<file path="src/rtl/pulse_stretch_if.sv">
// Tick-to-level stretcher signal bundle: trigger/length in, stretched level and status out.
interface pulse_stretch_if #(
  parameter int WIDTH = 8
);
  logic             tick;
  logic [WIDTH-1:0] len;
  logic             level;
  logic             busy;
  logic             drop;

  modport master (output tick, len, input level, busy, drop);
  modport slave  (input tick, len, output level, busy, drop);
endinterface

</file>
<file path="src/rtl/pulse_stretch.sv">
// Stretches a one-cycle tick into a level held for len cycles, followed by a fixed low gap.
// Ticks that cannot be accepted are flagged on drop; RETRIG lets a tick extend a running pulse.
module pulse_stretch #(
  parameter int WIDTH  = 8,
  parameter int GAP    = 2,
  parameter bit RETRIG = 1'b0
) (
  input  logic           clk,
  input  logic           reset,
  pulse_stretch_if.slave ps
);
  typedef enum logic [1:0] {
    IDLE    = 2'd0,
    HIGH    = 2'd1,
    LOW_GAP = 2'd2
  } state_t;

  localparam int           GW       = (GAP > 1) ? $clog2(GAP) : 1;
  localparam logic [GW-1:0] GAP_LOAD = GW'((GAP > 0) ? GAP - 1 : 0);

  state_t           state, state_n;
  logic [WIDTH-1:0] cnt, cnt_n, len_load;
  logic [GW-1:0]    gcnt, gcnt_n;
  logic             level_r, busy_r, drop_r;
  logic             level_n, busy_n, drop_n;

  // len==0 is treated as a one-cycle pulse
  assign len_load = (ps.len == '0) ? '0 : ps.len - WIDTH'(1);

  always_comb begin
    state_n = state;
    cnt_n   = cnt;
    gcnt_n  = gcnt;
    drop_n  = 1'b0;
    case (state)
      IDLE: begin
        if (ps.tick) begin
          state_n = HIGH;
          cnt_n   = len_load;
        end
      end
      HIGH: begin
        if (ps.tick && RETRIG) begin
          cnt_n = len_load;
        end else begin
          drop_n = ps.tick;
          if (cnt != '0) begin
            cnt_n = cnt - WIDTH'(1);
          end else if (GAP > 0) begin
            state_n = LOW_GAP;
            gcnt_n  = GAP_LOAD;
          end else begin
            state_n = IDLE;
          end
        end
      end
      LOW_GAP: begin
        drop_n = ps.tick;
        if (gcnt != '0) gcnt_n = gcnt - GW'(1);
        else            state_n = IDLE;
      end
      default: begin
        state_n = IDLE;
        cnt_n   = '0;
        gcnt_n  = '0;
      end
    endcase
    level_n = (state_n == HIGH);
    busy_n  = (state_n != IDLE);
  end

  always_ff @(posedge clk) begin
    if (reset) begin
      state   <= IDLE;
      cnt     <= '0;
      gcnt    <= '0;
      level_r <= 1'b0;
      busy_r  <= 1'b0;
      drop_r  <= 1'b0;
    end else begin
      state   <= state_n;
      cnt     <= cnt_n;
      gcnt    <= gcnt_n;
      level_r <= level_n;
      busy_r  <= busy_n;
      drop_r  <= drop_n;
    end
  end

  assign ps.level = level_r;
  assign ps.busy  = busy_r;
  assign ps.drop  = drop_r;
endmodule

</file>
<file path="src/flat_wrapper.sv">
// flat-port wrapper written by rule: the top's interface ports become plain ports
module pulse_stretch_flat 
#(
  parameter int WIDTH  = 8,
  parameter int GAP    = 2,
  parameter bit RETRIG = 1'b0
)
  (clk, reset, ps_tick, ps_len, ps_level, ps_busy, ps_drop);
  pulse_stretch_if #(.WIDTH(WIDTH)) ps_i ();
  input  logic clk;
  input  logic reset;
  input wire logic [$bits(ps_i.tick)-1:0] ps_tick;
  input wire logic [$bits(ps_i.len)-1:0] ps_len;
  output wire logic [$bits(ps_i.level)-1:0] ps_level;
  output wire logic [$bits(ps_i.busy)-1:0] ps_busy;
  output wire logic [$bits(ps_i.drop)-1:0] ps_drop;
  assign ps_i.tick = ps_tick;
  assign ps_i.len = ps_len;
  assign ps_level = ps_i.level;
  assign ps_busy = ps_i.busy;
  assign ps_drop = ps_i.drop;
  pulse_stretch #(.WIDTH(WIDTH), .GAP(GAP), .RETRIG(RETRIG)) u_core (.clk(clk), .reset(reset), .ps(ps_i));
endmodule
</file>
<file path="config.mk">
export PLATFORM = sky130hd
export DESIGN_NAME = pulse_stretch_flat
export DESIGN_NICKNAME = d
export VERILOG_FILES = /design/src/rtl/pulse_stretch_if.sv /design/src/rtl/pulse_stretch.sv /design/src/flat_wrapper.sv
export SDC_FILE = /design/constraint.sdc
export NUM_CORES = 1
export LEC_CHECK = 0
export CAP_MARGIN = 5
export CORE_AREA = 2 2 46 48
export CTS_CLUSTER_SIZE = 24
export DETAILED_ROUTE_END_ITERATION = 16
export DIE_AREA = 0 0 48 50
export PLACE_DENSITY = 0.8
export SYNTH_ARGS = -nofsm -noshare
export SYNTH_HDL_FRONTEND = slang
export SYNTH_SLANG_ARGS = --single-unit
</file>
<file path="constraint.sdc">
create_clock -name clk -period 5.3 [get_ports clk]
set_input_delay 0.53 -clock clk [delete_from_list [all_inputs] [get_ports clk]]
set_output_delay 0.53 -clock clk [all_outputs]
set_load 0.02 [all_outputs]
</file>
## Word-level counts from Yosys, hierarchy flattened

Cells that the tools add are included.

- Input bits: 11
- Flip-flop bits (word level): 14
- Memories kept: 0
- Memory bits (read-only): 0
- Latch bits: 0
- Memory bits (writable): 0

- Multipliers: 0
- Muxes and demuxes: 11
- Div/mod/pow operators: 0
- Shifts and indexed selects: 0
- Add/subtract/negate cells: 3
- Magnitude comparators: 0
- Reductions and logical operators: 8
- Equal/unequal tests: 6
- Bitwise gates (word level): 3

Operator list:

| kind | count |
|---|---|
| $mux W8 | 3 |
| $pmux W8 S3 | 1 |
| $sub A8 B1 Y8 const B | 2 |
| $logic_not A8 Y1 | 1 |
| $reduce_bool A8 Y1 | 1 |
| $mux W2 | 3 |
| $pmux W2 S3 | 1 |
| $eq A2 B1 Y1 const B | 2 |
| $ne A2 B2 Y1 const B | 2 |
| $reduce_or A2 Y1 | 2 |
| $not A1 Y1 | 3 |
| $pmux W1 S3 | 1 |
| $reduce_and A3 Y1 | 1 |
| $eq A2 B2 Y1 const B | 1 |
| $logic_not A2 Y1 | 1 |
| $mux W1 | 2 |
| $ne A2 B1 Y1 const B | 1 |
| $reduce_and A2 Y1 | 1 |
| $reduce_bool A2 Y1 | 1 |
| $sub A1 B1 Y1 const B | 1 |

## Longest topological paths before layout

- Depth after elaboration: 4
- Mapped depth: 6
- Depth with buffers taken out: 6

## Worst setup path after synthesis

OpenSTA, ideal clock, no wires.

- Path type: input to register
- Start point: input ps_len[0]
- End point: register u_core.cnt[5]
- Data arrival time: 1.724 ns
- Slack: 3.443 ns
- Cell stages on the path: 6
- Cells stage by stage: inv_1 ha_1 or3b_2 or3_1 o211ai_1 a31oi_1

- Word-level cells in the longest chain between the ends: 4
- Elaborated cells on any way between the ends: 5
- Classes of those cells: add/sub (1); mux (3); reduce/logical (1)

Ends and longest elaborated chain:

| element | RTL line | text |
|---|---|---|
| start: declaration | flat_wrapper.sv:13 | `input wire logic [$bits(ps_i.len)-1:0] ps_len;` |
| $sub A8 B1 Y8 / $logic_not A8 Y1 (equally long branches) | pulse_stretch.sv:28 | `assign len_load = (ps.len == '0) ? '0 : ps.len - WIDTH'(1);` |
| $mux W8 * | pulse_stretch.sv:28 |  |
| $mux W8 * | pulse_stretch.sv:37 | `if (ps.tick) begin` |
| $pmux W8 S3 * | pulse_stretch.sv:35 | `case (state)` |
| end signal: assignment | pulse_stretch.sv:82 | `cnt <= cnt_n;` |
| end: declaration | pulse_stretch.sv:22 | `logic [WIDTH-1:0] cnt, cnt_n, len_load;` |

Mark *: on every way between the ends. The rest lies on a longest branch, timed or not. The select of a mux whose other input is x is not followed.
A chain may end at the register's enable or synchronous reset.

## Final worst setup path

Same ends and word-level chain as after synthesis.

==> run metrics <==
status=complete, no violations; TritonRoute pass-1 iters=5; WL final=roughly 2.4 mm; clock share of power=0.168; Power Density=about 300 nW/um2; number of synthesized flops with an enable pin=0; Core ar.=~1900 um2; Rel. slew slack=0.5159; Residual DRC=0; CP max FO=4; largest net degree at the start of global routing=13; CP arrival=2.34 ns; Leak=around 0.45 nW; Mapped Area=between 1000 and 1500 um2; DIE AREA=~2400 um2; Final Hold Fails=0; Distinct cells, synth=45; Clock Pin Slew Worst Setup and Hold Paths=0.08 ns; port bufs=13; commonest non-fill, non-tap cell in the layout=dfxtp_1; H-tree depth=1; diode count=0; CTS Buf Count=3; Worst VDD drop=between 0.1 and 0.15 mV; RSZ-0062 raised after global routing=false; R2R cell count=6; via/cell ratio=between 6 and 7; endpoint class of the critical path=flip-flop; I/O Pins=14; Max clock buf depth=2; first-pass GRT wire length=between 3 and 4 mm; Max Slew Vio Count=0; most frequent cells in the layout=14 x dfxtp_1, 13 x clkdlybuf4s50_1, 9 x inv_1, 9 x nor2_1; fin util=0.6283; Inst Count DP=around 160; Seq/Total Area, Yosys=0.2742; max incr delay on CP=0.48 ns; Max Freq=0.4566 GHz; post-synthesis sequential element count=14; count of final setup violators=0; Chip Width=between 40 and 50 um; switching share of power=0.3831; Vias=between 1000 and 1500; Clock Skews=0.001035 ns; Root Driver=clkbuf_4; Total GRT Usage=0.2226; hold path cells=2; worst min path class=flip-flop to flip-flop; post-cts sizing count=0; post-CTS setup buffer count=0; CTS tree=built; die height=around 50 um; Cell Rows=16; Ys Warns=0; GP Congestion=0.8387; crit-path cells=clkdlybuf4s50_1 -> inv_1 -> ha_1 -> or3b_2 -> or3_1 -> o211ai_1 -> a31oi_1; Area growth syn-to-layout=16.89%; CP Class=primary input to flip-flop; proportion of layout cells with a drive suffix above 1=0.1045; top post-synthesis cells by area=dfxtp_1 27%, ha_1 9.8%, a31oi_1 4.9%; Max stage delay cell, worst path=or3b_2; DP Wirelength=1.825 mm; Final #Nets=155; Pint=about 0.22 mW; CP required=around 5.5 ns; clk sinks=14; TNS Setup=0 ns; Logic pwr share=0.442; Syn Nets=140; Yosys top cell area share=0.2742; initial drt markers=60; CP startpoint kind=primary input; Mapped Avg Cell Area=~8.4 um2; Starting Density=0.5375; Non-Filler Instances=between 150 and 200; worst skew pair latency=about 0.28 ns; prevailing post-synth register cell=dfxtp_1; Sw Pwr=0.1367 mW; Max-Cap Viols=0; post-synthesis async set-or-reset flop share=0; Final ANT Viol Nets=0; fin crit period=about 2.2 ns; Synth area leader=dfxtp_1; vias in the first global route=between 800 and 900; hold buffers post-CTS=0; synthesized instance count=121; WL/cell=between 10 and 15 um; actual slew at the worst max-slew pin=about 0.7 ns; initial antenna violation count=0; part of the cycle the worst path needs=0.4132; sequential power share=0.390; remaining global-route overflow=0
==> state kept, by name, summed over array words and instances, names as in the netlist <==
register	cells
u_core.cnt	8
u_core.ps.drop	1
u_core.ps.busy	1
u_core.state	2
u_core.gcnt	1
u_core.ps.level	1
==> per-stage QoR <==
stage,instance area (um2),total power [mW],hold WS [ns],worst slack [ns]
floorplan,1022,0.2513,0.4828,3.443
global placement,1172,0.2914,0.5015,2.877
detailed placement,1172,0.2960,0.5100,2.826
CTS,1195,0.3560,0.5242,3.134
global route,1195,0.3809,0.5379,2.976
finish,1195,0.3567,0.5244,3.110
==> layer usage <==
metal  vias to the layer above  wire [um]  GRT usage
met5                         -          0          0
met4                         0         84     0.1351
met3                        11        139    0.01099
met2                        53       1197     0.3711
met1                       458        931     0.2627
li1                        484          -          -
==> power by group through the flow <==
stage	Combinational [mW]	Sequential (mW)	Clock, mW
3_3_place_gp	0.151	0.140	0
6_report	0.158	0.139	0.0598
4_1_cts	0.156	0.138	0.0613
5_1_grt	0.172	0.142	0.0669
2_1_floorplan	0.110	0.141	0
3_5_place_dp	0.155	0.141	0
==> critical path: cells and delay by family <==
family / cells / cell delay (ns)
simple gates: 2 / 0.84
compound gates: 2 / 0.23
fa+ha+maj: 1 / 0.19
buf+inv: 2 / 0.54
==> cell families after synthesis <==
| logic type | after synthesis | synth area share |
|---|---|---|
| simple gates | 47 | 0.2962 |
| flops | 14 | 0.2742 |
| xor+xnor | 3 | 0.02571 |
| buf+inv | 12 | 0.04650 |
| fa+ha+maj | 8 | 0.09792 |
| compound gates | 37 | 0.2595 |
==> worst paths after layout <==
check,startpoint,slack [ns],endpoint
worst max-delay path,ps_len[0],3.11,u_core.cnt[5]
worst min-delay path,u_core.gcnt,0.52,u_core.gcnt
worst max register to register,u_core.cnt[0],3.25,u_core.cnt[0]
worst min register to register,u_core.gcnt,0.52,u_core.gcnt
==> cell type report <==
class | count | area [um2]
Fill cell | 168 | 706.9
Multi-Input combinational cell | 95 | 694.4
Sequential cell | 14 | 280.3
Timing Repair Buffer | 13 | 130.1
Inverter | 9 | 33.78
Tap cell | 27 | 33.78
Clock buffer | 3 | 22.52
==> synth_stat cells, drive strengths merged, types with 3 or more instances <==
cell and n:
nand2 3, a31oi 8, inv 9, o21ai 5
a21oi 5, and2 3, nand3 4, nand2b 3
o31a 3, ha 8, or3 3, nor2 9
dfxtp 14, nor3 8, o21a 3
Note: power is estimated with default switching activity, not from simulation.
